--- src/rtl/mcu_pkg.sv ---
// Shared encodings for the multicycle MIPS sequencer: state enum, opcodes,
// ALU operation codes and datapath mux selects.
package mcu_pkg;

    typedef enum logic [3:0] {
        FETCH_A  = 4'd0,
        FETCH_W  = 4'd1,
        FETCH_IR = 4'd2,
        DECODE   = 4'd3,
        EXEC_R   = 4'd4,
        EXEC_I   = 4'd5,
        WB       = 4'd6,
        MEM_ADDR = 4'd7,
        MEM_RD   = 4'd8,
        MEM_WR   = 4'd9,
        BRANCH   = 4'd10,
        JUMP     = 4'd11,
        FAULT    = 4'd12
    } state_e;

    localparam logic [5:0] OP_RTYPE = 6'h00;
    localparam logic [5:0] OP_J     = 6'h02;
    localparam logic [5:0] OP_JAL   = 6'h03;
    localparam logic [5:0] OP_BEQ   = 6'h04;
    localparam logic [5:0] OP_BNE   = 6'h05;
    localparam logic [5:0] OP_ADDI  = 6'h08;
    localparam logic [5:0] OP_ADDIU = 6'h09;
    localparam logic [5:0] OP_ANDI  = 6'h0C;
    localparam logic [5:0] OP_ORI   = 6'h0D;
    localparam logic [5:0] OP_LUI   = 6'h0F;
    localparam logic [5:0] OP_LW    = 6'h23;
    localparam logic [5:0] OP_SW    = 6'h2B;

    localparam logic [3:0] ALU_ADD   = 4'h0;
    localparam logic [3:0] ALU_SUB   = 4'h1;
    localparam logic [3:0] ALU_AND   = 4'h2;
    localparam logic [3:0] ALU_OR    = 4'h3;
    localparam logic [3:0] ALU_SLT   = 4'h4;
    localparam logic [3:0] ALU_FUNCT = 4'hF;

    localparam logic [1:0] RF_RT  = 2'd0;
    localparam logic [1:0] RF_RD  = 2'd1;
    localparam logic [1:0] RF_R31 = 2'd2;

    localparam logic [1:0] WB_ALU = 2'd0;
    localparam logic [1:0] WB_MDR = 2'd1;
    localparam logic [1:0] WB_NPC = 2'd2;

    localparam logic [1:0] ASRC_REGB = 2'd0;
    localparam logic [1:0] ASRC_SEXT = 2'd1;
    localparam logic [1:0] ASRC_ZEXT = 2'd2;
    localparam logic [1:0] ASRC_LUI  = 2'd3;

    localparam logic [1:0] PCSEL_NPC = 2'd0;
    localparam logic [1:0] PCSEL_BR  = 2'd1;
    localparam logic [1:0] PCSEL_JMP = 2'd2;

    function automatic logic is_wait_state(input state_e s);
        return (s == FETCH_W) || (s == MEM_RD) || (s == MEM_WR);
    endfunction

endpackage

--- src/rtl/moc_watchdog.sv ---
// Memory-wait watchdog: counts wait cycles without moc; expired is combinational
// and fires on the cycle the count would reach MOC_TIMEOUT, unless moc is present.
module moc_watchdog #(
    parameter int unsigned MOC_TIMEOUT = 15
) (
    input  logic clk,
    input  logic reset,
    input  logic clear,
    input  logic tick,
    output logic expired
);
    localparam int unsigned CW = $clog2(MOC_TIMEOUT + 1);

    logic [CW-1:0] count_q;
    logic [CW-1:0] count_d;

    always_comb begin
        count_d = count_q;
        if (clear) begin
            count_d = '0;
        end else if (tick) begin
            count_d = count_q + CW'(1);
        end
    end

    assign expired = tick & ~clear & (count_q == CW'(MOC_TIMEOUT - 1));

    always_ff @(posedge clk) begin
        if (reset) begin
            count_q <= '0;
        end else begin
            count_q <= count_d;
        end
    end

endmodule

--- src/rtl/multicycle_control.sv ---
// Multicycle MIPS sequencer: Moore strobes per state, moc-qualified strobes in waits.
// R/I 6 cycles, lw 7, sw 6, branch/jump 5, +1 per extra wait; stalls on moc, faults on timeout.
module multicycle_control
    import mcu_pkg::*;
#(
    parameter int unsigned MOC_TIMEOUT = 15
) (
    input  logic       clk,
    input  logic       reset,
    input  logic [5:0] opcode,
    input  logic [5:0] funct,
    input  logic       zFlag,
    input  logic       moc,
    output logic       pcLoad,
    output logic       npcLoad,
    output logic       irLoad,
    output logic       marLoad,
    output logic       mdrLoad,
    output logic       mdrSource,
    output logic       memEnable,
    output logic       rw,
    output logic       regWrite,
    output logic [1:0] rfSource,
    output logic [1:0] wbSource,
    output logic [1:0] aluSource,
    output logic [3:0] aluCode,
    output logic [1:0] pcSelect,
    output logic       fault,
    output logic [3:0] state
);
    state_e     state_q, state_d;
    logic [5:0] op_q, op_d;
    logic       in_wait;
    logic       wd_expired;

    // funct is decoded by the ALU itself when aluCode is FUNCT.
    logic unused_funct;
    assign unused_funct = ^funct;

    assign in_wait = is_wait_state(state_q);

    moc_watchdog #(.MOC_TIMEOUT(MOC_TIMEOUT)) u_watchdog (
        .clk     (clk),
        .reset   (reset),
        .clear   (~in_wait),
        .tick    (in_wait & ~moc),
        .expired (wd_expired)
    );

    always_comb begin
        state_d   = state_q;
        op_d      = op_q;
        pcLoad    = 1'b0;
        npcLoad   = 1'b0;
        irLoad    = 1'b0;
        marLoad   = 1'b0;
        mdrLoad   = 1'b0;
        mdrSource = 1'b0;
        memEnable = 1'b0;
        rw        = 1'b0;
        regWrite  = 1'b0;
        rfSource  = RF_RT;
        wbSource  = WB_ALU;
        aluSource = ASRC_REGB;
        aluCode   = ALU_ADD;
        pcSelect  = PCSEL_NPC;
        fault     = 1'b0;

        case (state_q)
            FETCH_A: begin
                marLoad = 1'b1;
                state_d = FETCH_W;
            end
            FETCH_W: begin
                memEnable = 1'b1;
                rw        = 1'b1;
                if (moc) begin
                    mdrLoad = 1'b1;
                    state_d = FETCH_IR;
                end else if (wd_expired) begin
                    state_d = FAULT;
                end
            end
            FETCH_IR: begin
                irLoad  = 1'b1;
                npcLoad = 1'b1;
                state_d = DECODE;
            end
            DECODE: begin
                // Later states decode the latched opcode so outputs stay off the IR path.
                op_d = opcode;
                case (opcode)
                    OP_RTYPE:                                 state_d = EXEC_R;
                    OP_ADDI, OP_ADDIU, OP_ANDI, OP_ORI, OP_LUI: state_d = EXEC_I;
                    OP_LW, OP_SW:                             state_d = MEM_ADDR;
                    OP_BEQ, OP_BNE:                           state_d = BRANCH;
                    OP_J, OP_JAL:                             state_d = JUMP;
                    default:                                  state_d = FAULT;
                endcase
            end
            EXEC_R: begin
                aluSource = ASRC_REGB;
                aluCode   = ALU_FUNCT;
                state_d   = WB;
            end
            EXEC_I: begin
                case (op_q)
                    OP_ANDI: begin aluSource = ASRC_ZEXT; aluCode = ALU_AND; end
                    OP_ORI:  begin aluSource = ASRC_ZEXT; aluCode = ALU_OR;  end
                    OP_LUI:  begin aluSource = ASRC_LUI;  aluCode = ALU_OR;  end
                    default: begin aluSource = ASRC_SEXT; aluCode = ALU_ADD; end
                endcase
                state_d = WB;
            end
            WB: begin
                regWrite = 1'b1;
                pcLoad   = 1'b1;
                pcSelect = PCSEL_NPC;
                rfSource = (op_q == OP_RTYPE) ? RF_RD : RF_RT;
                wbSource = (op_q == OP_LW) ? WB_MDR : WB_ALU;
                state_d  = FETCH_A;
            end
            MEM_ADDR: begin
                aluSource = ASRC_SEXT;
                aluCode   = ALU_ADD;
                marLoad   = 1'b1;
                if (op_q == OP_SW) begin
                    mdrLoad   = 1'b1;
                    mdrSource = 1'b1;
                    state_d   = MEM_WR;
                end else begin
                    state_d = MEM_RD;
                end
            end
            MEM_RD: begin
                memEnable = 1'b1;
                rw        = 1'b1;
                if (moc) begin
                    mdrLoad = 1'b1;
                    state_d = WB;
                end else if (wd_expired) begin
                    state_d = FAULT;
                end
            end
            MEM_WR: begin
                memEnable = 1'b1;
                rw        = 1'b0;
                if (moc) begin
                    pcLoad   = 1'b1;
                    pcSelect = PCSEL_NPC;
                    state_d  = FETCH_A;
                end else if (wd_expired) begin
                    state_d = FAULT;
                end
            end
            BRANCH: begin
                aluCode  = ALU_SUB;
                pcLoad   = 1'b1;
                pcSelect = (((op_q == OP_BEQ) && zFlag) || ((op_q == OP_BNE) && !zFlag))
                           ? PCSEL_BR : PCSEL_NPC;
                state_d  = FETCH_A;
            end
            JUMP: begin
                pcLoad   = 1'b1;
                pcSelect = PCSEL_JMP;
                if (op_q == OP_JAL) begin
                    regWrite = 1'b1;
                    rfSource = RF_R31;
                    wbSource = WB_NPC;
                end
                state_d = FETCH_A;
            end
            FAULT: begin
                fault = 1'b1;
            end
            default: begin
                state_d = FAULT;
            end
        endcase

        // Reset masks every strobe so an in-flight access is abandoned without side effects.
        if (reset) begin
            pcLoad    = 1'b0;
            npcLoad   = 1'b0;
            irLoad    = 1'b0;
            marLoad   = 1'b0;
            mdrLoad   = 1'b0;
            mdrSource = 1'b0;
            memEnable = 1'b0;
            rw        = 1'b0;
            regWrite  = 1'b0;
            rfSource  = RF_RT;
            wbSource  = WB_ALU;
            aluSource = ASRC_REGB;
            aluCode   = ALU_ADD;
            pcSelect  = PCSEL_NPC;
            fault     = 1'b0;
        end
    end

    always_ff @(posedge clk) begin
        if (reset) begin
            state_q <= FETCH_A;
            op_q    <= '0;
        end else begin
            state_q <= state_d;
            op_q    <= op_d;
        end
    end

    assign state = state_q;

endmodule

--- config.mk ---
export PLATFORM = sky130hd
export DESIGN_NAME = multicycle_control
export DESIGN_NICKNAME = d
export VERILOG_FILES = /design/src/rtl/mcu_pkg.sv /design/src/rtl/moc_watchdog.sv /design/src/rtl/multicycle_control.sv
export SDC_FILE = /design/constraint.sdc
export NUM_CORES = 1
export LEC_CHECK = 0
export ABC_AREA = 1
export BUFFER_PORTS_ARGS = -buffer_cell sky130_fd_sc_hd__buf_4
export CAP_MARGIN = 20
export CORE_MARGIN = 10
export CORE_UTILIZATION = 23
export CTS_CLUSTER_SIZE = 16
export DETAILED_ROUTE_END_ITERATION = 16
export PLACE_DENSITY_LB_ADDON = 0.2
export SLEW_MARGIN = 20
export SYNTH_ARGS = -nofsm -noshare
export SYNTH_HDL_FRONTEND = slang
export SYNTH_SLANG_ARGS = --single-unit
export TNS_END_PERCENT = 20
--- constraint.sdc ---
create_clock -name clk -period 1.16 [get_ports clk]
set_input_delay 0.116 -clock clk [delete_from_list [all_inputs] [get_ports clk]]
set_output_delay 0.116 -clock clk [all_outputs]
set_load 0.02 [all_outputs]
==> Yosys cells after proc, flatten, opt, wreduce, memory -nomap -nowiden <==
Index checks and enable logic that the tools add are counted.
{ "op_classes": {"add_sub_neg": 1, "multipliers": 0, "div_mod_pow": 0, "order_cmp": 0, "eq_ne": 32, "n_shift": 0, "muxes": 44, "bitwise_logic": 5, "n_reduce_logical": 21} }
{ "op_table": {"columns": ["operator", "n"], "rows": [
  ["equality test 6 x 4 -> 1 bit (second input constant)", 8],
  ["case mux 4 bit (10 select lines)", 1],
  ["equality test 4 bit (second input constant)", 6],
  ["equality test 6 x 3 -> 1 bit (second input constant)", 4],
  ["equality test 6 bit (second input constant)", 4],
  ["case mux 2 bit (2 select lines)", 6],
  ["two-way mux 1 bit", 22],
  ["two-way mux 4 bit", 5],
  ["case mux 4 bit (5 select lines)", 1],
  ["equality test 6 x 2 -> 1 bit (second input constant)", 3],
  ["OR reduction 2 bit", 9],
  ["equality test 4 x 3 -> 1 bit (second input constant)", 4],
  ["logical NOT 6 bit", 2],
  ["case mux 4 bit (3 select lines)", 1],
  ["two-way mux 2 bit", 5],
  ["equality test 4 x 2 -> 1 bit (second input constant)", 2],
  ["case mux 1 bit (2 select lines)", 3],
  ["OR reduction 3 bit", 2],
  ["OR reduction 5 bit", 1],
  ["adder 4 x 1 -> 4 bit (second input constant)", 1],
  ["equality test 4 x 1 -> 1 bit (second input constant)", 1],
  ["logical NOT 4 bit", 1],
  ["bitwise AND 1 bit", 3],
  ["logical OR 1 bit", 3],
  ["other kinds (3)", 5]
]} }
{ "word_totals": {"ff_bits": 14, "latch_bits": 0, "ram_bits": 0, "rom_bits": 0, "in_bits": 16, "output_inout_bits": 26, "wordCells": 106, "mem_count": 0} }

==> Logic depth before layout (Yosys ltp) <==
{ "depth": {"word_depth": 9, "mapped_depth": 9, "depth_no_buf": 9} }

==> Cells and area by module <==
From an unflattened synthesis, not the netlist that was laid out.
{ "unflattened": {"cells_unflattened": 186, "hier_area_um2": 1059.8} }
{ "by_module_without_submodules": {"columns": ["mod", "n_inst", "cells_per_inst", "area_per_inst_um2", "seq_area_each_um2"], "rows": [
  ["multicycle_control", 1, 160, 865.8, 200.2],
  ["moc_watchdog", 1, 26, 193.9, 80.1]
]} }

==> Worst setup path before layout <==
Ideal clock, no wire load.
{ "synth_timing": {"path_kind": "reg-to-output", "startpoint": "register state_q[1], in the netlist state[1]", "endpoint": "output port npcLoad", "arrival_time_ns": 1.658, "required_time_ns": 1.044, "path_slack_ns": -0.614, "path_stages_with_launch": 6, "path_buffers": 1, "cell_sequence": "dfxtp_1 > inv_1 > nor2_2 > inv_2 > nor3_1 > buf_4"} }
{ "synth_via": {"elab_chain_len": 3} }
{ "synth_rtl": {"columns": ["item", "line", "text"], "rows": [
  ["from (decl)", "multicycle_control.sv:31", "state_e state_q, state_d;"],
  ["from (signal assigned)", "multicycle_control.sv:206", "state_q <= state_d;"],
  ["equality test 4 x 2 -> 1 bit", null, null],
  ["two-way mux 1 bit (2 in a row)", null, null],
  ["to (decl)", "multicycle_control.sv:15", "output logic npcLoad,"]
]} }
Every way passes these cells.

==> Worst setup path in the final report <==
{ "layout_timing": {"startpoint": "register state_q[1], in the netlist state[1]", "endpoint": "output port wbSource[0]"} }
{ "layout_via": {"elab_chain_len": 3, "elab_cells_between_ends": 4, "cone_classes": "eq/ne: 2; mux: 2"} }
{ "layout_rtl": {"columns": ["item", "line", "text"], "rows": [
  ["equality test 4 bit / equality test 4 x 3 -> 1 bit (equally long branches)", "multicycle_control.sv:69", "case (state_q)"],
  ["case mux 2 bit (2 select lines) (*)", "multicycle_control.sv:69", null],
  ["two-way mux 2 bit (*)", "multicycle_control.sv:182", "if (reset) begin"],
  ["to (decl)", "multicycle_control.sv:24", "output logic [1:0] wbSource,"]
]} }
Every way passes the cells marked *; elsewhere a longest branch is shown, timed or not.

==> results by group <==
Clock network
  • Max clock buf depth: 2
  • Postcts setup bufs: 0
  • Hold-fix buffers, CTS: 0
  • # H-tree levels: 1
  • Clock Tree Root: clkbuf_8
  • Cts bufs inserted: 3
  • CTS tree: built
  • Clk_lat worst skew: 240 ps
  • Clock slew at reported path FFs: 50 ps
  • Clock tree sinks: 14

Place
  • GP Congestion: 0.787
  • DP HPWL: 3.22 mm
  • Port Buffers: 35
  • Pre-CTS setup slack: -128 ps

Worst setup path
  • Worst path arrival time: 1390 ps
  • R2R depth: 7
  • Critical path required time: 1040 ps
  • R2R Path End: state[0]$_SDFFE_PP0P_
  • Crit-path cells: inv_4 -> nor2_4 -> nand3_4 -> buf_4 -> nor2_2 -> buf_4
  • R2R Setup Slk: -50 ps
  • CP Max Fanout: 6
  • Cell family with most CP delay: flip-flops
  • CP max stage delay: 410 ps
  • Worst setup EP type: output port
  • Worst flop-to-flop path startpoint: state[1]$_SDFFE_PP0P_
  • Critical Path Most Common Cell: buf_4
  • Critical path's slowest cell: dfxtp_4
  • Crit Path Category: reg2out
  • Worst Path Buf+Inv: 3
  • Startpoint class of the critical path: flop

Drt
  • WL per Instance: 11.8 microns
  • Total Routed Length: 3.79 mm
  • Vias per cell: 4.28
  • Routed vias: 1369
  • DRC errors left: 0
  • Post-DRT Antenna Nets: 0
  • DRT Pass-1 Iters: 4
  • First-iteration detailed-routing DRC count: 82

GRT
  • Grt total ovfl: 0
  • Largest net degree at the start of global routing: 12
  • Vias in the first global route: 1419
  • Global-route wire length before repair: 6.70 mm
  • GRT Util Overall: 9.64%
  • Initial antenna violation count: 0

Worst hold path
  • Worst Hold Class: in2reg
  • Hold-critical path endpoint: op_q[4]$_SDFFE_PP0P_
  • Hold Path Origin: opcode[4]
  • Hold Crit Depth: 3

Cells and area
  • ANT cells: 0
  • Final nets: 272
  • Share of cells above drive strength 1: 54.9%
  • Commonest non-fill, non-tap cell in the layout: buf_4
  • Most frequent cells in the layout: buf_4, nand2_1, inv_1
  • Syn-to-layout area delta: 75.9%

STA
  • F_max: 663 MHz
  • Final setup viols: 26
  • Setup TNS Final: -6150 ps
  • Fin worst setup slack: -349 ps
  • Worst-Margin Slew: 249 ps
  • Slew HR: 83.3%
  • Period utilization: 130%
  • Unrepaired setup endpoints after global routing: true
  • Final hold violation count: 0
  • Clock skew: 2.49 ps
  • Slew Limit Fails: 0
  • Min Tclk post-route: 1510 ps

Floorplanning
  • Core ar.: 4720 sq um
  • Top Ports: 42
  • Initial Utilization: 23.7%
  • Rows: 25
  • Die W: 89.7 microns
  • Die height: 89.7 microns
  • Die area: 8050 sq um

Yosys
  • Yosys warns: 0
  • Compound-Gate Fraction of Synth Area: 13.2%
  • XOR/XNOR share of the synthesized area: 1.57%
  • Count of cell types in the netlist: 27
  • Avg Inst Size Synth: 6.01 sq um
  • Post-synth top area cell: dfxtp_1
  • Simple-Gate Fraction of Synth Area: 44.5%
  • Top cells by area, synth: dfxtp_1, nand2_1, nor2_1, nand3_1, inv_1
  • Mux cell area share after synthesis: 0%
  • Adder-cell share of the synthesized area: 2.24%
  • Synth Net Count: 204
  • Post-synth top area share: 25.1%
  • Mapped Area: 1120 sq um
  • Largest family of logic cells by synthesized area: simple AND/OR/NAND/NOR gates
  • Post-synthesis cell count: 186
  • Sequential area share after synthesis: 25.1%
  • Yosys reg bits: 14

Pwr
  • Worst VDD drop: 0.000379 V
  • Cell Pwr Density: 1180 nW/um^2
  • Lkg Pwr: 0.907 nW

Run status
  • Status: finished with violations
  • Violated checks: negative setup slack

Flow run
  • Max-Cap Viols: 0
[layout make-up]
class                           count  area, sq um
Clock buffer                        4         45.0
Inverter                           29          116
Timing Repair Buffer               69          533
Tap cell                           67         83.8
Sequential cell                    14          299
Multi-Input combinational cell    137          888
Fill cell                         511         2760
[stage by stage]
stage | cells | hold WS, ps | cell area [sq um] | total power, mW | util, %
6_report | 320 | 135 | 1970 | 2.33 | 41.6
2_1_floorplan | 186 | 251 | 1250 | 1.33 | -
4_1_cts | 320 | 126 | 1920 | 2.31 | 40.6
5_1_grt | 320 | 162 | 1970 | 2.49 | 41.6
3_5_place_dp | 316 | 375 | 1810 | 1.84 | 38.3
3_3_place_gp | 316 | 368 | 1810 | 1.84 | 38.3
[cell usage after synthesis]
library cell,count
nor3_2,1
ha_1,2
nand4_1,2
o21ai_0,2
buf_4,3
clkbuf_1,2
nor3_1,3
inv_2,7
a31oi_1,2
or2_2,1
nand2_2,5
a21oi_1,12
nand2_4,1
nand2_1,36
nor4_2,1
nor2_2,6
inv_1,22
nor4_1,1
xor2_1,2
nor2_4,2
o21ai_1,9
a22oi_1,1
dfxtp_1,14
o22ai_1,2
nand3_1,19
buf_6,1
nor2_1,27
[sequential cells by signal, indices dropped and copies added (netlist names)]
| signal | cells |
|---|---|
| state | 4 |
| u_watchdog.count_q | 4 |
| op_q | 6 |
[timing repair]
item / CTS / global route
setup endpoints to repair: 29 / 35
pin swaps: 2 / 1
resized for setup: 17 / 13
hold endpoints to repair: 0 / 0
[metal layers]
layer	track usage [%]	routed length (microns)	vias to the layer above
met5	0	0	-
met4	4.85	76	0
met3	1.41	142	6
met2	16.0	1790	31
met1	11.8	1780	598
li1	-	-	734
[power by group]
group	switching (mW)	internal, mW	total [mW]
combinational	0.705	0.554	1.26
sequential	0.104	0.560	0.664
clock	0.161	0.242	0.403
[cell families (layout without fill, tap and decap cells)]
kind of cell / after synthesis / after routing
AO/OA/AOI/OAI: 28 / 28
XOR/XNOR: 2 / 2
adder cells (fa/ha/maj): 2 / 2
buffers and inverters: 35 / 102
flip-flops: 14 / 14
AND/OR/NAND/NOR: 105 / 105
[worst max-delay path by stage]
| stage | startpoint | endpoint | slack [ps] | cells after the start |
|---|---|---|---|---|
| final | state[1]$_SDFFE_PP0P_ | wbSource[0] | -350 | 6 |
| after global routing | state[3]$_SDFFE_PP0P_ | aluSource[0] | -430 | 6 |
| after CTS | state[3]$_SDFFE_PP0P_ | regWrite | -330 | 6 |
| after detailed placement | state[0]$_SDFFE_PP0P_ | aluCode[0] | -130 | 5 |
| after global placement | state[1]$_SDFFE_PP0P_ | mdrSource | -140 | 5 |
| after floorplan | state[1]$_SDFFE_PP0P_ | npcLoad | -90 | 5 |
[worst min-delay path, cell delays in order]
cell	delay, ps
buf_4	100
nor2_1	40
nor2_1	90
Power figures use the tool's default switching activity.
